**config.mk**
```make
export PLATFORM = sky130hd
export DESIGN_NAME = example_text_fetch_unit
export DESIGN_NICKNAME = d
export VERILOG_FILES = /design/src/rtl/example_text_fetch_unit.sv
export SDC_FILE = /design/constraint.sdc
export NUM_CORES = 1
export LEC_CHECK = 0
export ABC_AREA = 1
export CORE_MARGIN = 10
export CORE_UTILIZATION = 54
export CTS_BUF_LIST = sky130_fd_sc_hd__clkbuf_8
export CTS_CLUSTER_DIAMETER = 100
export DETAILED_ROUTE_END_ITERATION = 8
export PLACE_DENSITY = 0.83
export SYNTH_ARGS = -nofsm -noshare
export SYNTH_HDL_FRONTEND = slang
export SYNTH_SLANG_ARGS = --single-unit
```
**constraint.sdc**
```tcl
create_clock -name clock -period 10.5 [get_ports clock]
set_clock_uncertainty 0.1 [all_clocks]
set_input_delay 3.15 -clock clock [delete_from_list [all_inputs] [get_ports clock]]
set_output_delay 3.15 -clock clock [all_outputs]
set_load 0.005 [all_outputs]
```
**src/rtl/example_text_fetch_unit.sv**
```systemverilog
// Instruction fetch initiator: owns the fetch PC, issues one-cycle-latency text bus reads,
// and buffers responses in a small prefetch FIFO that feeds the core over valid/ready.
package rv_config;
  localparam logic [31:0] TEXT_BEGIN = 32'h0040_0000;
  localparam logic [31:0] TEXT_END   = 32'h0FFF_FFFF;
endpackage

module example_text_fetch_unit #(
  parameter logic [31:0] RESET_PC   = 32'h0040_0000,
  parameter int          DEPTH      = 2,
  parameter logic [31:0] TEXT_BEGIN = rv_config::TEXT_BEGIN,
  parameter logic [31:0] TEXT_END   = rv_config::TEXT_END
) (
  input  logic        clock,
  input  logic        reset,
  input  logic        redirect_valid,
  input  logic [31:0] redirect_pc,
  input  logic        inst_ready,
  output logic        inst_valid,
  output logic [31:0] inst_data,
  output logic [31:0] inst_pc,
  output logic        inst_fault,
  output logic [31:0] bus_address,
  input  logic [31:0] bus_read_data
);
  localparam int PW  = $clog2(DEPTH);
  localparam int CW  = $clog2(DEPTH + 1);
  localparam int CW1 = CW + 1;

  typedef struct packed {
    logic [31:0] pc;
    logic [31:0] data;
    logic        fault;
  } entry_t;

  logic [31:0]   fetch_pc;
  logic [31:0]   inflight_pc;
  logic          inflight_valid;
  entry_t        mem [DEPTH];
  logic [PW-1:0] rd_ptr, wr_ptr;
  logic [CW-1:0] count;

  logic          pop, push, issue, fault;
  logic [CW1-1:0] occ;
  entry_t        head, wr_entry;

  assign bus_address = fetch_pc;

  assign inst_valid = (count != '0);
  assign head       = mem[rd_ptr];
  assign inst_data  = inst_valid ? head.data  : 32'h0;
  assign inst_pc    = inst_valid ? head.pc    : 32'h0;
  assign inst_fault = inst_valid ? head.fault : 1'b0;

  assign pop  = inst_valid && inst_ready && !redirect_valid;
  assign push = inflight_valid && !redirect_valid;

  // A same-cycle pop frees a slot, which is what lets DEPTH=2 stream at full rate.
  assign occ   = {1'b0, count} + CW1'(inflight_valid) - CW1'(pop);
  assign issue = !redirect_valid && (occ < CW1'(DEPTH));

  // Out-of-range reads return garbage on the bus; zero the data so X never escapes.
  assign fault         = (inflight_pc < TEXT_BEGIN) || (inflight_pc > TEXT_END);
  assign wr_entry.pc    = inflight_pc;
  assign wr_entry.fault = fault;
  assign wr_entry.data  = fault ? 32'h0 : bus_read_data;

  always_ff @(posedge clock) begin
    if (!reset && push) mem[wr_ptr] <= wr_entry;
  end

  always_ff @(posedge clock) begin
    if (reset) begin
      fetch_pc       <= RESET_PC;
      inflight_valid <= 1'b0;
      inflight_pc    <= 32'h0;
      rd_ptr         <= '0;
      wr_ptr         <= '0;
      count          <= '0;
    end else if (redirect_valid) begin
      fetch_pc       <= {redirect_pc[31:2], 2'b00};
      inflight_valid <= 1'b0;
      rd_ptr         <= '0;
      wr_ptr         <= '0;
      count          <= '0;
    end else begin
      inflight_valid <= issue;
      if (issue) begin
        inflight_pc <= fetch_pc;
        fetch_pc    <= fetch_pc + 32'd4;
      end
      if (push) wr_ptr <= wr_ptr + 1'b1;
      if (pop)  rd_ptr <= rd_ptr + 1'b1;
      case ({push, pop})
        2'b10:   count <= count + 1'b1;
        2'b01:   count <= count - 1'b1;
        default: count <= count;
      endcase
    end
  end
endmodule

```
# After elaboration in Yosys (flattened, before gate mapping)
# Memory sizes are Yosys's and may differ from the RTL's. A register that Yosys moved wholly into a read port is not among the register bits.
# Index checks and enable logic that the tools add are counted.
dict set report totals {
  mem_count 1
  out_inout_bits 98
  regBits 69
  input_bits 68
  mem_bits_rw 130
}
# name words word_bits read_ports rd_ports_with_merged_regs write_ports line
set mem_list {}
lappend mem_list {mem 2 65 1 1 1 39} ;# entry_t mem [DEPTH];
dict set report classes {
  n_bitwise 1
  order_cmp 3
  mux 11
  addsub 7
  eq_ne 2
  n_reduce_logical 13
}
# op n
set op_table {}
lappend op_table {{$mux 32} 5}
lappend op_table {{$add 32x3->32 const B} 1}
lappend op_table {{$gt 32x28->1 const B} 1}
lappend op_table {{$lt 32x23->1 const B} 1}
lappend op_table {{$reduce_bool 2->1} 3}
lappend op_table {{$logic_and 1x1->1} 5}
lappend op_table {{$mux 1} 5}
lappend op_table {{$pmux 2 s2} 1}
lappend op_table {{$add 2x1->3} 1}
lappend op_table {{$lt 3x2->1 const B} 1}
lappend op_table {{$sub 3x1->3} 1}
lappend op_table {{$add 1x1->1 const B} 2}
lappend op_table {{$add 2x1->2 const B} 1}
lappend op_table {{$eq 2x1->1 const B} 1}
lappend op_table {{$eq 2x2->1 const B} 1}
lappend op_table {{$logic_not 1->1} 2}
lappend op_table {{$reduce_and 2->1} 1}
lappend op_table {{$reduce_or 2->1} 1}
lappend op_table {{$sub 2x1->2 const B} 1}
lappend op_table {{$logic_or 1x1->1} 1}
lappend op_table {{$not 1->1} 1}

# Depth between registers and ports, before layout
# Gate-level depths: netlist of the first run.
dict set report depth {
  ltp_word 8
  depth_mapped 18
}

# Worst setup path after synthesis of the first run
# Ideal clock, no wire load.
dict set report synth_timing {
  kind {in2reg}
  startpoint {in redirect_valid}
  endpoint {mem mem[1][0] (netlist name) (enable)}
  arrival_time_ns 8.017
  stages 5
  path_slack_ns 1.822
  t_required_ns 9.839
  path_buffers 2
  setup_time_ns 0.561
  path_cell_list {clkbuf_1 inv_2 buf_2 nand2_1 nor3_1}
}
dict set report synth_between {
  elab_chain_len 5
}
# item line
set synth_rtl {}
lappend synth_rtl {{start: declaration} 16} ;# input logic redirect_valid,
lappend synth_rtl {{$logic_not 1->1} 56} ;# assign push = inflight_valid && !redirect_valid;
lappend synth_rtl {{$logic_and 1x1->1} 56}
lappend synth_rtl {{$logic_and 1x1->1} 69} ;# if (!reset && push) mem[wr_ptr] <= wr_entry;
lappend synth_rtl {{$mux 1} 69}
lappend synth_rtl {{$mux 1 (not written as such)} 69}
lappend synth_rtl {{end: declaration} 39}
# Every way passes these cells.

# Worst setup path in the final report of the first run
dict set report layout_timing {
  startpoint {in redirect_valid}
  endpoint {reg fetch_pc[13] (netlist: bus_address[13])}
}
dict set report layout_between {
  elab_chain_len 6
}
# item line
set layout_rtl {}
lappend layout_rtl {{$logic_not 1->1} 55} ;# assign pop = inst_valid && inst_ready && !redirect_valid;
lappend layout_rtl {{$logic_and 1x1->1} 55}
lappend layout_rtl {{net pop} 43} ;# logic pop, push, issue, fault;
lappend layout_rtl {{$sub 3x1->3} 59} ;# assign occ = {1'b0, count} + CW1'(inflight_valid) - CW1'(pop);
lappend layout_rtl {{$lt 3x2->1} 60} ;# assign issue = !redirect_valid && (occ < CW1'(DEPTH));
lappend layout_rtl {{$logic_and 1x1->1} 60}
lappend layout_rtl {{$reduce_bool 2->1 (no line)} --}
lappend layout_rtl {{end signal: assignment} 81} ;# fetch_pc <= {redirect_pc[31:2], 2'b00};
lappend layout_rtl {{end signal: assignment} 90} ;# fetch_pc <= fetch_pc + 32'd4;
lappend layout_rtl {{end: declaration} 36} ;# logic [31:0] fetch_pc;
# The timed path passes the listed nets, and every way through them passes these cells.
# A chain may end at the register's enable or synchronous reset.

==> reports/results.txt, run 1 <==
Nets: 1,177
Antenna fix cells: 0
Detailed router's first-iteration violation count: 709
Final Setup Violations: 0
Drt drc: 0
Setup TNS: 0 ns
Final WL: 21,500 um
PostCTS Resize Cnt: 0
Worst Path Max Fanout: 67
Initial antenna violation count: 0
Hold depth: 0
Clock-pin slew on the worst setup and hold paths: 0.10 ns
Rel. slew slack: 22.9%
#FFs+latches synth: 192
Arr. time, crit path: 7.21 ns
Number of global-route vias before repair: 6,595
Worst Path Class, Setup: in -> reg
CP startpoint kind: input port
CTS tree: built
Pre-Repair DR Iteration Count: 5
Min-Delay Path Class: reg -> reg
Max Buffers Root-to-Sink: 2
RSZ-0062 raised after global routing: no
Register area share after synthesis: 60.0%
Leading cell types in the layout, fill and taps excluded: 263 x nand2_1, 159 x clkdlybuf4s50_1, 127 x nor2_1, 126 x edfxtp_1, 99 x a21oi_1
Outcome: complete, no violations
Most common cell after layout, fill and taps aside: nand2_1
Slew Limit Fails: 0
I/O Buffers: 159
Clk Latency, worst-skew pair: 0.47 ns
Worst setup margin: 3.61 ns
Fin. Hold Viols: 0
CP max stage delay: 1.00 ns
Hold Startpoint: inflight_pc[8]$_SDFFE_PP0P_
Hold EP: mem[1][41]$_DFFE_PP_
Largest delay share family, worst path: buffers and inverters
Static Leak: 0.00408 uW
Synth-to-Final Area Change: 24.7%
CP most frequent cell: inv_1
Layout cells sized above 1: 4.74%
M2 GR Usage: 30.2%
Met1 usage: 26.7%
Routed WL per cell: 16.2 um
First-pass GRT wire length: 34,500 um
Clock Sinks: 192
Cell row count: 45
Max Clk Rate: 0.145 GHz
Max cap viols: 0
Detailed Place HPWL: 14,300 um
Final period util: 65.6%
Most used routing layer: met2
Mean area per synthesized cell: 8.80 sq um
Crit path buf inv count: 6
CTS Root Cell: clkbuf_8
Antenna-violating nets left: 0
Die area: 0.0212 sq mm
I/O pins: 166
FF-to-FF path depth: 17
DIE HEIGHT: 146 um
Yosys warns: 0
Slowest cell on crit path: inv_2
Actual slew at the worst max-slew pin: 1.16 ns
Max IR drop VDD: 0.0913 mV
Mapped Cells: 967
Met3 Track Usage GR: 5.93%
Number of distinct library cells after synthesis: 34
Pre-CTS WS: 3.24 ns
Largest net degree at the start of global routing: 68
R2R Path Start: count[1]$_SDFFE_PP0P_
Ordered list of cells on the worst path: clkdlybuf4s50_1, buf_4, nor2_1, ha_1, inv_1, nand2_1, fa_1, inv_1, a21oi_4, nand3_2, inv_2, nand3_1, nand3b_1, nand2_1, inv_1
CTS buffer count: 17
Initial core utilization: 55.5%
Synth Cell Area: 0.00851 sq mm
CP Launch Point: redirect_valid
Power density over the cells: 140 mW/mm^2
Slack of the worst reg-to-reg path: 5.75 ns
Placer's final routability congestion estimate: 0.938
Tot GR Track Use: 19.9%
Fin crit period: 6.89 ns
Routed vias: 6,969
CTS H-tree depth: 4
Crit Reg-Reg Endpoint: bus_address[13]$_SDFFE_PP0P_
Congestion Overflow GR: 0
Core Area: 0.0153 sq mm
Vias per cell: 5.24
Die width: 146 um
Worst setup EP type: flop
Setup Buffers After CTS: 0
CTS hold repair buffers: 0
CP required: 10.82 ns
-- synthesized netlist by cell type --
library cell | n | area [sq um]
o21ai_1 | 14 | 70.1
o21ai_0 | 35 | 175
dfxtp_1 | 66 | 1320
edfxtp_1 | 126 | 3780
xor2_1 | 4 | 35.0
nor2_2 | 2 | 12.5
buf_1 | 1 | 3.75
nand4_1 | 6 | 37.5
nor3_1 | 2 | 10.0
buf_2 | 6 | 30.0
nor2_4 | 1 | 11.3
inv_2 | 4 | 15.0
inv_1 | 94 | 353
buf_6 | 4 | 45.0
a21oi_4 | 1 | 16.3
a22oi_1 | 1 | 7.51
a31oi_1 | 5 | 31.3
conb_1 | 1 | 3.75
nand2_1 | 263 | 987
buf_4 | 6 | 45.0
nor4_1 | 1 | 6.26
nand3_2 | 1 | 10.0
o31ai_2 | 1 | 12.5
clkbuf_1 | 33 | 124
nor2_1 | 129 | 484
nand2_2 | 1 | 6.26
nand3_1 | 45 | 225
ha_1 | 3 | 37.5
nand2_4 | 1 | 11.3
nor3_2 | 1 | 10.0
a21oi_1 | 99 | 495
or2_4 | 1 | 8.76
nand3b_1 | 8 | 60.1
fa_1 | 1 | 20.0
-- how the worst max path moves through the flow --
stage	slack, ns	depth (start not counted)	endpoint
final	3.61	15	bus_address[13]$_SDFFE_PP0P_
after CTS	3.68	15	bus_address[16]$_SDFFE_PP0P_
after detailed placement	3.24	15	bus_address[16]$_SDFFE_PP0P_
after global routing	3.32	15	bus_address[23]$_SDFFE_PP0P_
after global placement	3.29	15	bus_address[23]$_SDFFE_PP0P_
after floorplan	1.82	5	mem[1][0]$_DFFE_PP_
-- layout make-up --
class	instances	area (sq um)
fillers	1217	4710
repair buffers	166	1640
clock buffers	18	248
well taps	211	264
clock inverters	14	154
multi-input cells	630	2830
flip-flops and latches	192	5110
inverters	98	368
-- power by group --
group / leakage, uW / switching (uW) / internal, uW
registers: 0.00172 / 20.7 / 832
clock network: 0.000214 / 249 / 238
logic: 0.00214 / 78.0 / 64.3
total: 0.00408 / 348 / 1130
-- sequential cells by signal (all words and copies together), names as in the netlist, named ones only --
register / count
inflight_valid: 1
wr_ptr: 1
count: 2
mem: 126
bus_address: 30
rd_ptr: 1
inflight_pc: 30
-- logic make-up after synthesis --
family	Yosys count	synth area share, %
other	1	0.0441
xor gates and xnor gates	4	0.412
AOI/OAI and AO/OA	156	9.50
DFF	192	60.0
buffers and inverters	148	7.24
and+or+nand+nor	462	22.1
adders and majority gates	4	0.677
-- per-layer routing --
metal	up-vias	share of wire (%)
met1	3226	43
met5	-	0
li1	3421	-
met3	26	9.2
met4	0	1.8
met2	296	46
-- through the flow --
stage	total power, uW	area, sq um	util, %	hold WS [ns]	std cells
final	1480	10600	69.3	0.357	1329
after global routing	1540	10600	69.3	0.375	1329
after CTS	1490	10600	69.3	0.360	1329
after detailed placement	1010	10200	66.7	0.335	1297
after global placement	1010	10200	66.7	0.328	1297
after floorplan	940	8520	-	0.320	970
Power figures use the tool's default switching activity.
==> inputs of run 2 (changes only) <==
clock period = 6.8 ns   (was 10.5 ns; I/O delays follow)
==> run 2 against run 1 <==
Register-to-register slack got worse by 3.0 ns. Global-route usage barely moved. Final area rose by 0.22%. Routed wire length rose by 0.53%. Hold slack improved by 0.0076 ns. Non-clock buffer count rose by 2. Critical path type unchanged.
==> reports/results.txt, run 2 (synthesis results as in run 1) <==
Largest net degree at the start of global routing: 68 (unchanged)
Tot GR Track Use: 19.9% (about the same)
Clk Latency, worst-skew pair: 0.46 ns (was 0.47 ns)
Arr. time, crit path: 5.37 ns (was 7.21 ns)
R2R Path Start: count[1]$_SDFFE_PP0P_ (unchanged)
Drt drc: 0 (unchanged)
CTS tree: built (unchanged)
Min-Delay Path Class: reg -> reg (unchanged)
Core Util, Final: 69.4% (was 69.3%)
Slew Limit Fails: 0 (unchanged)
CP required: 7.09 ns (was 10.82 ns)
Vias per cell: 5.16 (was 5.24)
Detailed Place HPWL: 15,000 um (was 14,300 um)
Slack of the worst reg-to-reg path: 2.72 ns (was 5.75 ns)
CP most frequent cell: inv_1 (unchanged)
Post-layout instance area: 0.0106 sq mm (about the same)
Final period util: 74.6%
Fin crit period: 5.07 ns
Worst Path Class, Setup: in -> reg (unchanged)
Actual slew at the worst max-slew pin: 1.15 ns (was 1.16 ns)
Leading cell types in the layout, fill and taps excluded: 263 x nand2_1, 159 x clkdlybuf4s50_1, 127 x nor2_1, 126 x edfxtp_1, 99 x a21oi_1 (unchanged)
Max cap viols: 0 (unchanged)
Setup Buffers After CTS: 0 (unchanged)
Routed vias: 6,866 (was 6,969)
Clock Sinks: 192 (unchanged)
Initial antenna violation count: 0 (unchanged)
Fin. Hold Viols: 0 (unchanged)
Worst setup EP type: flop (unchanged)
Nets: 1,179 (was 1,177)
PostCTS Resize Cnt: 0 (unchanged)
Antenna-violating nets left: 0 (unchanged)
Power density over the cells: 215 mW/mm^2 (was 140 mW/mm^2)
Core Area: 0.0153 sq mm (unchanged)
Max Buffers Root-to-Sink: 2 (unchanged)
Flip-flop count of the largest register after layout: 126 (unchanged)
Hold Startpoint: inflight_pc[18]$_SDFFE_PP0P_ (was inflight_pc[8]$_SDFFE_PP0P_)
Post-DP Area: 0.0102 sq mm (about the same)
Crit path buf inv count: 5 (was 6)
Cell row count: 45 (unchanged)
Hold EP: mem[1][51]$_DFFE_PP_ (was mem[1][41]$_DFFE_PP_)
DIE HEIGHT: 146 um (unchanged)
Worst Path Max Fanout: 67 (unchanged)
FF-to-FF path depth: 14 (was 17)
Final Setup Violations: 0 (unchanged)
Clock-pin slew on the worst setup and hold paths: 0.10 ns (about the same)
CTS buffer count: 17 (unchanged)
Die area: 0.0212 sq mm (unchanged)
First-pass GRT wire length: 34,300 um (was 34,500 um)
CTS Root Cell: clkbuf_8 (unchanged)
CTS hold repair buffers: 0 (unchanged)
Ordered list of cells on the worst path: clkdlybuf4s50_1, buf_4, nor2_1, ha_1, inv_1, nand2_1, fa_1, inv_1, a21oi_4, nand3_2, inv_2, o21ai_0, a21oi_1 (was clkdlybuf4s50_1, buf_4, nor2_1, ha_1, inv_1, nand2_1, fa_1, inv_1, a21oi_4, nand3_2, inv_2, nand3_1, nand3b_1, nand2_1, inv_1)
Outcome: complete, no violations (unchanged)
Rel. slew slack: 23.1% (was 22.9%)
CP Launch Point: redirect_valid (unchanged)
Final WL: 21,600 um (was 21,500 um)
RSZ-0062 raised after global routing: no (unchanged)
Hold depth: 0 (unchanged)
Routed WL per cell: 16.3 um (was 16.2 um)
Slowest cell on crit path: inv_2 (unchanged)
Setup TNS: 0 ns (unchanged)
Fillers: 1,200 (was 1,217)
CP max stage delay: 0.72 ns (was 1.00 ns)
Synth-to-Final Area Change: 25.0% (was 24.7%)
Antenna fix cells: 0 (unchanged)
CP startpoint kind: input port (unchanged)
Reg with most FFs: mem (unchanged)
Static Leak: 0.00409 uW (was 0.00408 uW)
Die width: 146 um (unchanged)
Max IR drop VDD: 0.141 mV (was 0.0913 mV)
Max Clk Rate: 0.197 GHz
CTS H-tree depth: 4 (unchanged)
Detailed router's first-iteration violation count: 507 (was 709)
Most common cell after layout, fill and taps aside: nand2_1 (unchanged)
I/O Buffers: 159 (unchanged)
Number of global-route vias before repair: 6,603 (was 6,595)
Largest delay share family, worst path: buffers and inverters (unchanged)
Congestion Overflow GR: 0 (unchanged)
Layout cells sized above 1: 5.27% (was 4.74%)
Crit Reg-Reg Endpoint: inflight_pc[8]$_SDFFE_PP0P_ (was bus_address[13]$_SDFFE_PP0P_)
Initial core utilization: 55.5% (unchanged)
I/O pins: 166 (unchanged)
Placer's final routability congestion estimate: 0.959 (was 0.938)
Pre-Repair DR Iteration Count: 7 (was 5)
run 2: per-stage QoR:
stage / setup WS [ns] / power (uW) / instances / hold slack (ns)
5_1_grt: 1.43 / 2380 / 1331 / 0.376
4_1_cts: 1.74 / 2300 / 1331 / 0.363
3_5_place_dp: 1.28 / 1560 / 1299 / 0.332
2_1_floorplan: 0.944 / 1450 / 970 / 0.320
6_report: 1.73 / 2290 / 1331 / 0.364
3_3_place_gp: 1.40 / 1550 / 1299 / 0.329
run 2: cell type report:
type                            count  area [sq um]  area share, %
Tap cell                          211           264           2.48
Multi-Input combinational cell    630          2830           26.6
Clock buffer                       17           234           2.20
Timing Repair Buffer              168          1660           15.6
Inverter                           98           368           3.46
Clock inverter                     15           170           1.60
Sequential cell                   192          5110           48.0
run 2: worst max path at each step:
stage | end | depth (start not counted) | slack (ns)
2_1_floorplan | mem[0][0]$_DFFE_PP_ | 5 | 0.94
3_3_place_gp | bus_address[16]$_SDFFE_PP0P_ | 15 | 1.40
3_5_place_dp | bus_address[13]$_SDFFE_PP0P_ | 15 | 1.28
4_1_cts | bus_address[30]$_SDFFE_PP0P_ | 15 | 1.74
5_1_grt | inflight_pc[16]$_SDFFE_PP0P_ | 13 | 1.43
6_report | inflight_pc[8]$_SDFFE_PP0P_ | 13 | 1.73
run 2: power by group:
group	internal [uW]	total, uW	switching (uW)
sequential	1290	1320	32.1
combinational	99.7	221	121
clock	312	752	441
run 2: metal layers:
metal / track usage [%] / up-vias / routed length (um)
li1: - / 3432 / -
met1: 25.9 / 3149 / 9220
met2: 31.1 / 263 / 9860
met3: 6.92 / 22 / 2220
met4: 5.31 / 0 / 331
met5: 0 / - / 0
